### config.mk
export PLATFORM = sky130hd
export DESIGN_NAME = cdb_arbiter
export DESIGN_NICKNAME = d
export VERILOG_FILES = /design/src/rtl/cdb_arbiter_pkg.sv /design/src/rtl/cdb_rr_pick.sv /design/src/rtl/cdb_arbiter.sv
export SDC_FILE = /design/constraint.sdc
export NUM_CORES = 1
export LEC_CHECK = 0
export ABC_AREA = 1
export BUFFER_PORTS_ARGS = -buffer_cell sky130_fd_sc_hd__clkbuf_2
export CORE_ASPECT_RATIO = 0.75
export CORE_MARGIN = 3
export CORE_UTILIZATION = 53
export CTS_CLUSTER_DIAMETER = 100
export CTS_CLUSTER_SIZE = 16
export DETAILED_ROUTE_END_ITERATION = 16
export GPL_TIMING_DRIVEN = 0
export HOLD_SLACK_MARGIN = 0.02
export PLACE_DENSITY = 0.89
export SETUP_SLACK_MARGIN = 0.15
export SLEW_MARGIN = 40
export SYNTH_ARGS = -nofsm -noshare
export SYNTH_HDL_FRONTEND = slang
export SYNTH_SLANG_ARGS = --single-unit
export TNS_END_PERCENT = 30
### constraint.sdc
create_clock -name clk_in -period 3.4 [get_ports clk_in]
set_input_delay 0 -clock clk_in [delete_from_list [all_inputs] [get_ports clk_in]]
set_output_delay 0 -clock clk_in [all_outputs]
set_load 0.05 [all_outputs]
### src/rtl/cdb_arbiter_pkg.sv
// Shared sizing constants for the CDB arbiter (the params.v constant set).
// Requester indices name the fixed producers feeding the common data bus.
package cdb_arbiter_pkg;

    localparam int CDB_REQ_NUM = 3;
    localparam int ROB_WIDTH   = 4;
    localparam int DATA_WIDTH  = 32;

    localparam int CDB_REQ_ALU = 0;
    localparam int CDB_REQ_BR  = 1;
    localparam int CDB_REQ_LSB = 2;

    // Index width that stays legal for a single requester.
    function automatic int idx_width(input int n);
        return (n > 1) ? $clog2(n) : 1;
    endfunction

endpackage

### src/rtl/cdb_rr_pick.sv
// Combinational round-robin picker: first set request at or after ptr wins.
// Produces the one-hot grant, its index and an any-request flag.
module cdb_rr_pick
    import cdb_arbiter_pkg::*;
#(
    parameter int N  = CDB_REQ_NUM,
    parameter int IW = idx_width(N)
) (
    input  logic [N-1:0]  req,
    input  logic [IW-1:0] ptr,
    output logic [N-1:0]  grant,
    output logic [IW-1:0] grant_idx,
    output logic          any
);

    int idx;

    always_comb begin
        grant     = '0;
        grant_idx = '0;
        any       = 1'b0;
        idx       = 0;
        for (int k = 0; k < N; k++) begin
            idx = (int'(ptr) + k) % N;
            if (!any && req[IW'(idx)]) begin
                grant[IW'(idx)] = 1'b1;
                grant_idx       = IW'(idx);
                any             = 1'b1;
            end
        end
    end

endmodule

### src/rtl/cdb_arbiter.sv
// Common data bus arbiter: one holding slot per requester, round-robin grant.
// Optional macro CDB_BYPASS_EN lets empty-slot requests win with zero latency.
module cdb_arbiter
    import cdb_arbiter_pkg::ROB_WIDTH, cdb_arbiter_pkg::DATA_WIDTH, cdb_arbiter_pkg::idx_width;
#(
    parameter int CDB_REQ_NUM = cdb_arbiter_pkg::CDB_REQ_NUM
) (
    input  logic                            clk_in,
    input  logic                            rst_in,
    input  logic                            rdy_in,
    input  logic                            flush,
    input  logic [CDB_REQ_NUM-1:0]          req_valid,
    input  logic [CDB_REQ_NUM*ROB_WIDTH-1:0] req_rob_id,
    input  logic [CDB_REQ_NUM*DATA_WIDTH-1:0] req_data,
    input  logic [CDB_REQ_NUM-1:0]          req_set_jump_addr,
    output logic [CDB_REQ_NUM-1:0]          req_ready,
    output logic                            cdb_rdy,
    output logic [ROB_WIDTH-1:0]            cdb_rob_id,
    output logic [DATA_WIDTH-1:0]           cdb_data,
    output logic                            cdb_set_jump_addr
);

    localparam int N  = CDB_REQ_NUM;
    localparam int IW = idx_width(N);

    logic                  slot_valid_reg [N];
    logic [ROB_WIDTH-1:0]  slot_rob_id_reg [N];
    logic [DATA_WIDTH-1:0] slot_data_reg [N];
    logic                  slot_jump_reg [N];
    logic [IW-1:0]         ptr_reg;

    logic [N-1:0]  slot_valid_vec;
    logic [N-1:0]  cand;
    logic [N-1:0]  pick_grant;
    logic [N-1:0]  grant;
    logic [N-1:0]  capture;
    logic [IW-1:0] grant_idx;
    logic          pick_any;
    logic          any_grant;
    logic          active;
    logic          bypass_hit;

    // Reset is folded in so req_ready and cdb_* read as idle while rst_in is high.
    assign active = rdy_in && !flush && !rst_in;

    genvar gi;
    generate
        for (gi = 0; gi < N; gi++) begin : g_vec
            assign slot_valid_vec[gi] = slot_valid_reg[gi];
        end
    endgenerate

`ifdef CDB_BYPASS_EN
    assign cand       = slot_valid_vec | req_valid;
    assign bypass_hit = any_grant && !slot_valid_vec[grant_idx];
`else
    assign cand       = slot_valid_vec;
    assign bypass_hit = 1'b0;
`endif

    cdb_rr_pick #(.N(N), .IW(IW)) u_pick (
        .req       (cand),
        .ptr       (ptr_reg),
        .grant     (pick_grant),
        .grant_idx (grant_idx),
        .any       (pick_any)
    );

    assign grant     = pick_grant & {N{active}};
    assign any_grant = pick_any && active;

    // A granted slot frees up this cycle, so it can refill on the same edge.
    assign req_ready = (~slot_valid_vec | grant) & {N{active}};
    assign capture   = req_valid & req_ready & ~(grant & {N{bypass_hit}});

    always_comb begin
        cdb_rdy           = 1'b0;
        cdb_rob_id        = '0;
        cdb_data          = '0;
        cdb_set_jump_addr = 1'b0;
        if (any_grant) begin
            cdb_rdy = 1'b1;
            if (bypass_hit) begin
                cdb_rob_id        = req_rob_id[grant_idx*ROB_WIDTH +: ROB_WIDTH];
                cdb_data          = req_data[grant_idx*DATA_WIDTH +: DATA_WIDTH];
                cdb_set_jump_addr = req_set_jump_addr[grant_idx];
            end else begin
                cdb_rob_id        = slot_rob_id_reg[grant_idx];
                cdb_data          = slot_data_reg[grant_idx];
                cdb_set_jump_addr = slot_jump_reg[grant_idx];
            end
        end
    end

    generate
        for (gi = 0; gi < N; gi++) begin : g_slot
            always_ff @(posedge clk_in or posedge rst_in) begin
                if (rst_in) begin
                    slot_valid_reg[gi]  <= 1'b0;
                    slot_rob_id_reg[gi] <= '0;
                    slot_data_reg[gi]   <= '0;
                    slot_jump_reg[gi]   <= 1'b0;
                end else if (rdy_in) begin
                    if (flush) begin
                        slot_valid_reg[gi] <= 1'b0;
                    end else if (capture[gi]) begin
                        slot_valid_reg[gi]  <= 1'b1;
                        slot_rob_id_reg[gi] <= req_rob_id[gi*ROB_WIDTH +: ROB_WIDTH];
                        slot_data_reg[gi]   <= req_data[gi*DATA_WIDTH +: DATA_WIDTH];
                        slot_jump_reg[gi]   <= req_set_jump_addr[gi];
                    end else if (grant[gi]) begin
                        slot_valid_reg[gi] <= 1'b0;
                    end
                end
            end
        end
    endgenerate

    always_ff @(posedge clk_in or posedge rst_in) begin
        if (rst_in) begin
            ptr_reg <= '0;
        end else if (rdy_in) begin
            if (flush) begin
                ptr_reg <= '0;
            end else if (any_grant) begin
                ptr_reg <= (grant_idx == IW'(N - 1)) ? '0 : grant_idx + 1'b1;
            end
        end
    end

endmodule

==> results of run 1 <==
==> layer usage <==
metal,routed length (um),global-route usage,vias to the layer above
li1,-,-,2775
met1,7870,0.433,2952
met2,10400,0.579,442
met3,2350,0.107,141
met4,1470,0.232,0
met5,0,0,-
==> cell usage after synthesis (all sizes together) <==
cell,instances,area [um^2]
clkbuf,5,20.0
ha,4,50.1
a21oi,17,100
nor3,1,16.3
o21ai,79,410
buf,31,228
inv,106,398
dfrtp,116,2900
nand4,5,43.8
mux2,37,447
nand3,79,410
nor2,3,18.8
a31oi,1,6.26
nand2,205,795
==> where the power goes <==
| group | total (uW) | internal, uW | switching (uW) |
|---|---|---|---|
| Clock | 1810 | 1130 | 673 |
| Combinational | 2750 | 926 | 1830 |
| Sequential | 2090 | 1800 | 292 |
==> path summary, 6_finish.rpt <==
check / start / to / slack, ns / cells past startpoint
max: ptr_reg[1]$_DFFE_PP0P_ / cdb_data[25] / 0.28 / 15
min: flush / cand[0]$_DFFE_PP0P_ / 0.04 / 6
max reg2reg: ptr_reg[1]$_DFFE_PP0P_ / slot_data_reg[56]$_DFFE_PP0P_ / 0.99 / 12
min reg2reg: slot_rob_id_reg[4]$_DFFE_PP0P_ / slot_rob_id_reg[4]$_DFFE_PP0P_ / 0.49 / 2
max in group asynchronous: rst_in / slot_data_reg[39]$_DFFE_PP0P_ / 2.58 / 4
min in group asynchronous: rst_in / cand[2]$_DFFE_PP0P_ / 0.18 / 3
==> area by class of cell <==
cell class                 instances  area, um^2
antenna                            2        5.00
buffer                            36         250
clock buffer                      20         467
clock inverter                    12         129
fill                             594        1950
inverter                         106         405
multi-input combinational        431        2300
sequential                       116        2900
tap                              136         170
timing repair buffer             272        1950
==> logic make-up (layout without fill, tap and decap cells) <==
| kind of cell | after synthesis | after routing | share of synthesized area |
|---|---|---|---|
| DFF | 116 | 116 | 0.497 |
| buffers and inverters | 142 | 446 | 0.110 |
| adders and majority gates | 4 | 4 | 0.00856 |
| and+or+nand+nor | 293 | 293 | 0.220 |
| muxes | 37 | 37 | 0.0764 |
| AOI/OAI and AO/OA | 97 | 97 | 0.0884 |
| other | 0 | 2 | 0 |
==> worst max-delay path, cell delays in order (launching register included) <==
cell	delay (ns)
dfrtp_1	0.41
inv_1	0.11
ha_1	0.29
inv_2	0.09
nand2_2	0.08
nand3_2	0.10
nand2_2	0.17
nand3_1	0.12
nand2_1	0.07
inv_1	0.05
nand2_2	0.09
buf_4	0.20
buf_2	0.28
nand3_1	0.21
nand3_1	0.14
clkbuf_2	0.28
==> stage by stage <==
step | util | area, um^2 | setup WS (ns)
floorplan | - | 5850 | 0.328
global placement | 0.646 | 6810 | -1.02
detailed placement | 0.650 | 6840 | 0.793
CTS | 0.814 | 8570 | 0.317
global route | 0.814 | 8580 | 0.105
finish | 0.814 | 8580 | 0.278
==> repair_timing <==
item	4_1_cts	5_1_grt
hold buffers	113	0
setup endpoints to repair	0	10
resized for setup	0	4
endpoints found under the hold margin	168	0
==> results.py, run 1 <==
metrics = {
    "run_status": {
        "status": "complete, no violations",
    },
    "clock_tree": {
        "postCtsSetupRepairBufs": 0,
        "cts_root_buf": "clkbuf_16",
        "worstSkewPairLatency_ns": 0.42,
        "cts_tree": "done",
        "cts_buffer_depth": 2,
        "cts_buffers": 17,
        "clk_pin_slew_worst_paths_ns": 0.06,
        "cts_htree_levels": 4,
        "cts.sink_count": 116,
    },
    "synth": {
        "synth_area_per_cell_um2": 8.48,
        "synth_seq_area_share": 0.497,
        "syn_nets": 811,
        "synth.distinct_cells": 29,
        "synthesis.area_um2": 5850,
        "synthCells": 689,
        "synth_seq_cells": 116,
        "yosysWarnings": 0,
    },
    "global_route": {
        "antenna_found_initial": 2,
        "grt_usage": 0.365,
        "grt_pass1_wl_um": 34500,
        "grt.overflow.total": 0,
        "grt_max_degree": 64,
        "grt_pass1_vias": 6689,
    },
    "pwr": {
        "peakVddDrop_v": 0.000496,
        "leakage_uw": 0.00462,
        "p_total_uw": 6650,
        "power.density_nw_per_um2": 776,
    },
    "drt": {
        "wl_um": 22100,
        "wl_per_cell_um": 19.5,
        "drt_first_pass_iters": 7,
        "drtIter0Drc": 677,
        "drc_errors": 0,
        "vias": 6310,
        "avgViaCountPerCell": 5.58,
        "ant_nets": 0,
    },
    "timing": {
        "min_period_ns": 3.12,
        "fmax_mhz": 320,
        "slew_headroom": 0.660,
        "fin_skew_ns": 0.00776,
        "rsz0062_at_grt": "yes",
        "post-route-period-util": 0.918,
        "slew_viol_final": 0,
        "finalSetupTns_ns": 0,
        "finalHoldViolCount": 0,
        "worst_hold_slack_ns": 0.0362,
        "setup_viol_count_final": 0,
        "tightest_slew_ns": 0.509,
    },
    "worst_setup_path": {
        "startpoint_type": "register",
        "crit_arrival_ns": 3.12,
        "crit_type": "register to output port",
        "cp_max_fo": 10,
        "worstPathRequired_ns": 3.40,
        "crit_path_end_kind": "output port",
    },
    "die": {
        "io-pin-count": 159,
        "die_width_um": 127,
        "core_um2": 10500,
        "start_util": 0.555,
        "rows": 32,
        "die_h_um": 97.0,
        "die-area_um2": 12300,
    },
    "placed_design": {
        "gp_congestion": 0.909,
        "dpl.cell_count": 984,
        "io_buffers": 158,
        "hpwl_um": 12300,
    },
    "final_layout": {
        "largest_reg_flops": 96,
        "drive_gt1_frac": 0.289,
        "final_nets": 1102,
        "finalNonFillerCells": 1131,
        "final_cell_mix": "nand2_1 (197), clkbuf_2 (161), dfrtp_1 (116)",
        "syn_to_final_growth_pct": 46.7,
        "final_common_cell": "nand2_1",
    },
    "hold_path": {
        "hp-class": "primary input to register",
    },
    "job": {
        "cap_viol_max_count": 0,
    },
}
(Power assumes the default switching activity.)
==> run 2, diff against run 1 <==
--- a/config.mk
+++ b/config.mk
@@ -7,15 +7,17 @@
 export LEC_CHECK = 0
 export ABC_AREA = 1
 export BUFFER_PORTS_ARGS = -buffer_cell sky130_fd_sc_hd__clkbuf_2
+export CELL_PAD_IN_SITES_DETAIL_PLACEMENT = 2
+export CELL_PAD_IN_SITES_GLOBAL_PLACEMENT = 2
 export CORE_ASPECT_RATIO = 0.75
 export CORE_MARGIN = 3
-export CORE_UTILIZATION = 53
+export CORE_UTILIZATION = 30
 export CTS_CLUSTER_DIAMETER = 100
 export CTS_CLUSTER_SIZE = 16
 export DETAILED_ROUTE_END_ITERATION = 16
 export GPL_TIMING_DRIVEN = 0
 export HOLD_SLACK_MARGIN = 0.02
-export PLACE_DENSITY = 0.89
+export PLACE_DENSITY = 0.87
 export SETUP_SLACK_MARGIN = 0.15
 export SLEW_MARGIN = 40
 export SYNTH_ARGS = -nofsm -noshare
==> run 2 against run 1 <==
The flow now finishes with violations (setup timing). Wire length grew 54%. Register-to-register slack worse by 0.36 ns. Critical path depth grew 1. Core utilization fell by 35 points. Via count increased by 3.5%. Non-clock buffer count grew 5. Clock-buffer cell count rose by 2.
==> results.py, run 2 (synthesis gave the netlist of run 1 again) <==
metrics = {
    "worst_setup_path": {
        "critPathMaxStageDelay_ns": 0.41,
        "timing.critical_path.mode_cell": "nand2_1",
        "crit_slowest_cell": "dfrtp_2",
        "crit_type": "register to output port",
        "critPathLaunch": "ptr_reg[0]$_DFFE_PP0P_",
        "crit_path_end_kind": "output port",
        "crit_arrival_ns": 3.50,
        "critPathTopFamily": "simple AND/OR/NAND/NOR gates",
        "startpoint_type": "register",
        "worstPathRequired_ns": 3.40,
        "cp_max_fo": 10,
        "path_cells": "inv_1, ha_4, inv_2, nand2_1, nand3_1, nand2_1, nand3_1, nand2_1, inv_1, nand2_2, buf_4, nand2_1, nand2_1, inv_1, a21oi_1, clkbuf_2",
        "timing.rr.start": "ptr_reg[0]$_DFFE_PP0P_",
        "cp_num_buf_inv": 6,
    },
    "placed_design": {
        "gp_congestion": 0.855,
        "io_buffers": 158,
        "pre_cts_slack_ns": 0.712,
        "hpwl_um": 17300,
        "dpl.cell_count": 1095,
    },
    "clock_tree": {
        "cts_buffers": 17,
        "cts.sink_count": 116,
        "cts_buffer_depth": 2,
        "cts_root_buf": "clkbuf_16",
        "worstSkewPairLatency_ns": 0.44,
        "cts_htree_levels": 4,
        "clk_pin_slew_worst_paths_ns": 0.06,
        "cts_tree": "done",
    },
    "die": {
        "die_h_um": 127,
        "core_um2": 18800,
        "die_width_um": 167,
        "io-pin-count": 159,
        "start_util": 0.311,
        "die-area_um2": 21200,
        "rows": 43,
    },
    "final_layout": {
        "ff_latch_area_um2": 2900,
        "final_common_cell": "nand2_1",
        "syn_to_final_growth_pct": 50.7,
        "largest_reg_flops": 96,
        "multiInputGateArea_um2": 2350,
        "diodes": 0,
        "fillers": 2013,
        "final_cell_mix": "nand2_1 (197), clkbuf_2 (145), dfrtp_1 (115)",
        "finalNonFillerCells": 1245,
        "final_nets": 1107,
        "drive_gt1_frac": 0.296,
    },
    "drt": {
        "avgViaCountPerCell": 5.25,
        "wl_per_cell_um": 27.3,
        "ant_nets": 0,
        "wl_um": 33900,
        "drtIter0Drc": 534,
        "drc_errors": 0,
        "drt_first_pass_iters": 5,
        "vias": 6533,
    },
    "pwr": {
        "peakVddDrop_v": 0.000333,
        "p_total_uw": 7320,
        "leakage_uw": 0.00463,
        "power.density_nw_per_um2": 831,
    },
    "timing": {
        "layout_setup_ws_ns": -0.104,
        "slew_headroom": 0.579,
        "fmax_mhz": 285,
        "setup_viol_count_final": 4,
        "min_period_ns": 3.50,
        "rsz0062_at_grt": "yes",
        "slew_viol_final": 0,
        "fin_skew_ns": 0.0159,
        "post-route-period-util": 1.03,
        "finalHoldViolCount": 0,
        "tightest_slew_ns": 0.630,
    },
    "hold_path": {
        "hp-class": "primary input to register",
        "worstHoldStart": "req_valid[1]",
    },
    "global_route": {
        "antenna_found_initial": 1,
        "grt.overflow.total": 0,
        "grt_usage": 0.291,
        "grt_max_degree": 73,
        "grt_pass1_wl_um": 46500,
        "grt_pass1_vias": 7308,
    },
    "job": {
        "cap_viol_max_count": 0,
    },
    "run_status": {
        "violations": "setup timing",
        "status": "finished with violations",
    },
}
-- run 2: cell count changes in the layout (fill, tap and decap cells not counted), moves of 2 or more --
cell / delta
clkinvlp_4: +2
clkbuf_2: -16
diode_2: -2
clkinv_2: -3
buf_2: +2
buf_4: +9
ha_1: -2
clkbuf_1: +2
ha_4: +2
clkbuf_4: +10
-- run 2: repair_timing --
| action | CTS | global route |
|---|---|---|
| setup endpoints to repair | 0 | 37 |
| hold buffers | 113 | 0 |
| endpoints found under the hold margin | 164 | 0 |
| setup buffers | 0 | 5 |
| resized for setup | 0 | 48 |
-- run 2: per-layer routing --
layer,track usage,routed length [um],up-vias
met1,0.348,13400,3329
met2,0.518,16900,318
li1,-,-,2781
met4,0.117,1500,2
met5,0,7,-
met3,0.0589,2100,103
-- run 2: per-stage QoR --
step                utilization  TNS, ns  cell area [um^2]  hold WS [ns]
floorplan                     -        0              5850         0.130
global placement          0.370  -141.15              6950         0.224
detailed placement        0.372        0              6980        0.0677
CTS                       0.463        0              8680        0.0529
global route              0.469    -1.38              8810         0.114
finish                    0.469   -0.181              8810        0.0850
-- run 2: tightest hold or removal path, stage by stage --
cell      delay [ns]
clkbuf_2        0.09
nand3_2         0.10
buf_6           0.15
nand2_1         0.05
o21ai_0         0.08
-- run 2: path summary, 6_finish.rpt --
check / to / slack, ns / depth (start not counted)
setup / recovery: cdb_data[2] / -0.10 / 16
hold / removal: slot_data_reg[61]$_DFFE_PP0P_ / 0.08 / 5
setup reg to reg: slot_data_reg[94]$_DFFE_PP0P_ / 0.63 / 14
hold reg to reg: slot_rob_id_reg[7]$_DFFE_PP0P_ / 0.51 / 2
max in group asynchronous: slot_data_reg[1]$_DFFE_PP0P_ / 2.49 / 4
min in group asynchronous: slot_data_reg[3]$_DFFE_PP0P_ / 0.21 / 3
-- run 2: area by class of cell --
| cell class | count | area share |
|---|---|---|
| Buffer | 36 | 0.0295 |
| Clock buffer | 22 | 0.0538 |
| Clock inverter | 10 | 0.0112 |
| Inverter | 106 | 0.0460 |
| Multi-Input combinational cell | 431 | 0.266 |
| Sequential cell | 116 | 0.330 |
| Tap cell | 247 | 0.0351 |
| Timing Repair Buffer | 277 | 0.228 |
-- run 2: report_power, final --
part	internal [uW]	switching, uW
Sequential	1800	424
Combinational	1010	2240
Clock	1070	777
==> run 3, diff against run 2 <==
==> constraint.sdc (replaced) <==
create_clock -name clk_in -period 3.4 [get_ports clk_in]
set_input_delay 0.34 -clock clk_in [delete_from_list [all_inputs] [get_ports clk_in]]
set_output_delay 0.34 -clock clk_in [all_outputs]
set_load 0.05 [all_outputs]
==> run 3 against run 2 <==
The flow still finishes with violations (setup timing). Via count shrank 6.6%. Global-route usage shrank 3.8 points. Die area is the same. Flip-flop and latch count is the same. Total power grew 12%. Worst hold slack gained 0.029 ns. Combinational power grew 26%. Core utilization shrank 1.5 points. Critical path depth shrank 4. Setup slack gained 0.051 ns. Largest power group unchanged.
==> results.py, run 3 (synthesis gave the netlist of run 1 again) <==
metrics = {
    "global_route": {
        "grt_pass1_vias": 6438,
        "met2_usage": 0.413,
        "gr-max-usage-layer": "met2",
        "grt.overflow.total": 0,
        "met1_usage": 0.329,
        "grt_max_degree": 24,
        "grt_usage": 0.254,
        "grt_pass1_wl_um": 40800,
        "use_met3": 0.0579,
        "antenna_found_initial": 0,
    },
    "pwr": {
        "cellInternalPower_uw": 4470,
        "power.density_nw_per_um2": 963,
        "leakage_uw": 0.00453,
        "p_comb_frac": 0.499,
        "p_total_uw": 8220,
        "switching_power_uw": 3750,
        "switching_share": 0.456,
        "p_clk_frac": 0.233,
        "seqPwrFrac": 0.268,
        "peakVddDrop_v": 0.000595,
    },
    "run_status": {
        "status": "finished with violations",
        "violations": "setup timing",
    },
    "timing": {
        "rsz0062_at_grt": "yes",
        "post-route-period-util": 1.02,
        "fmax_mhz": 290,
        "min_period_ns": 3.45,
        "layout_setup_ws_ns": -0.0530,
        "finalHoldViolCount": 0,
        "slew_viol_final": 0,
        "tightest_slew_ns": 0.629,
        "setup_viol_count_final": 14,
        "slew_headroom": 0.579,
        "fin_skew_ns": 0.0162,
        "worst_hold_slack_ns": 0.114,
    },
    "clock_tree": {
        "worstSkewPairLatency_ns": 0.45,
        "clk_pin_slew_worst_paths_ns": 0.06,
        "cts_buffer_depth": 2,
        "cts_root_buf": "clkbuf_16",
        "cts_tree": "done",
        "cts_buffers": 17,
        "cts_htree_levels": 4,
        "cts.sink_count": 116,
    },
    "final_layout": {
        "final_cell_mix": "nand2_1 (191), clkbuf_2 (123), dfrtp_1 (115)",
        "largest_reg_flops": 96,
        "ff_latch_area_um2": 2900,
        "syn_to_final_growth_pct": 46.0,
        "drive_gt1_frac": 0.403,
        "fillers": 2009,
        "final_common_cell": "nand2_1",
        "multiInputGateArea_um2": 2610,
        "diodes": 0,
        "final_nets": 1017,
    },
    "drt": {
        "wl_per_cell_um": 27.7,
        "drt_first_pass_iters": 5,
        "drc_errors": 0,
        "avgViaCountPerCell": 5.28,
        "drtIter0Drc": 485,
        "vias": 6100,
        "ant_nets": 0,
        "wl_um": 32000,
    },
    "die": {
        "start_util": 0.311,
        "die_width_um": 167,
        "die_h_um": 127,
        "die-area_um2": 21200,
        "io-pin-count": 159,
        "rows": 43,
        "core_um2": 18800,
    },
    "hold_path": {
        "hp-class": "primary input to register",
    },
    "worst_setup_path": {
        "startpoint_type": "register",
        "timing.critical_path.mode_cell": "nand2_1",
        "worstPathRequired_ns": 3.06,
        "cp_max_fo": 7,
        "path_cells": "inv_2, ha_4, nand2_1, nor2_1, a21oi_4, nand4_1, nand2_4, nor2_4, buf_6, nand2_1, a21oi_1, buf_4",
        "crit_type": "register to output port",
        "critPathMaxStageDelay_ns": 0.43,
        "crit_slowest_cell": "dfrtp_1",
        "crit_path_end_kind": "output port",
        "crit_arrival_ns": 3.11,
    },
    "job": {
        "cap_viol_max_count": 0,
    },
    "placed_design": {
        "gp_congestion": 0.883,
        "io_buffers": 158,
        "hpwl_um": 17700,
    },
}
[run 3: layout make-up]
type                    instances  area share
plain buffers                  36      0.0359
clock buffers                  22      0.0556
well taps                     247      0.0362
flip-flops and latches        116       0.340
multi-input cells             431       0.306
clock inverters                10      0.0144
inverters                     106      0.0477
repair buffers                187       0.164
[run 3: worst paths after layout]
path                                                    start                             end  slack (ns)  cells after the start
worst max-delay path                   ptr_reg[0]$_DFFE_PP0P_                    cdb_data[14]       -0.05                     12
worst min-delay path                             req_data[39]   slot_data_reg[39]$_DFFE_PP0P_        0.11                      3
worst max register to register         ptr_reg[0]$_DFFE_PP0P_   slot_data_reg[54]$_DFFE_PP0P_        0.59                     13
worst min register to register  slot_data_reg[34]$_DFFE_PP0P_   slot_data_reg[34]$_DFFE_PP0P_        0.51                      2
max in group asynchronous                              rst_in          ptr_reg[1]$_DFFE_PP0P_        1.95                      7
min in group asynchronous                              rst_in  slot_rob_id_reg[0]$_DFFE_PP0P_        0.50                      3
[run 3: critical path: cells and delay by family (launching register included)]
kind                       cells  cell delay [ns]
DFF                            1             0.43
and+or+nand+nor                6             1.04
AOI/OAI and AO/OA              2             0.34
adders and majority gates      1             0.35
buffers and inverters          3             0.52
[run 3: metal layers]
metal / share of wire / up-vias
met3: 0.059 / 84
met5: 0 / -
li1: - / 2596
met2: 0.48 / 278
met1: 0.43 / 3142
met4: 0.035 / 0
[run 3: through the flow]
step	cells	utilization	instance area (um^2)	TNS, ns	worst slack, ns
after CTS	1140	0.422	7920	0	0.146
after floorplan	689	-	5850	0	0.528
after global placement	1094	0.370	6950	0	0.446
final	1155	0.454	8530	-0.372	-0.0530
after global routing	1155	0.454	8530	-0.893	-0.0856
after detailed placement	1100	0.378	7110	0	0.321
[run 3: what timing repair did]
| item | 4_1_cts | 5_1_grt |
|---|---|---|
| hold endpoints to repair | 7 | 0 |
| resized for setup | 38 | 165 |
| buffers inserted | 7 | 12 |
| gates cloned | 0 | 3 |
| pin swaps | 3 | 17 |
| endpoints found under the setup margin | 37 | 37 |
| hold buffers | 1 | 0 |
[run 3: power groups by stage]
stage                     clock network (uW)  logic (uW)  registers, uW
final                                   1910        4100           2200
after global routing                    2000        4270           2220
after CTS                               1870        2870           2100
after detailed placement                   0        2630           2110
after global placement                     0        2480           2070
after floorplan                            0        1840           1980
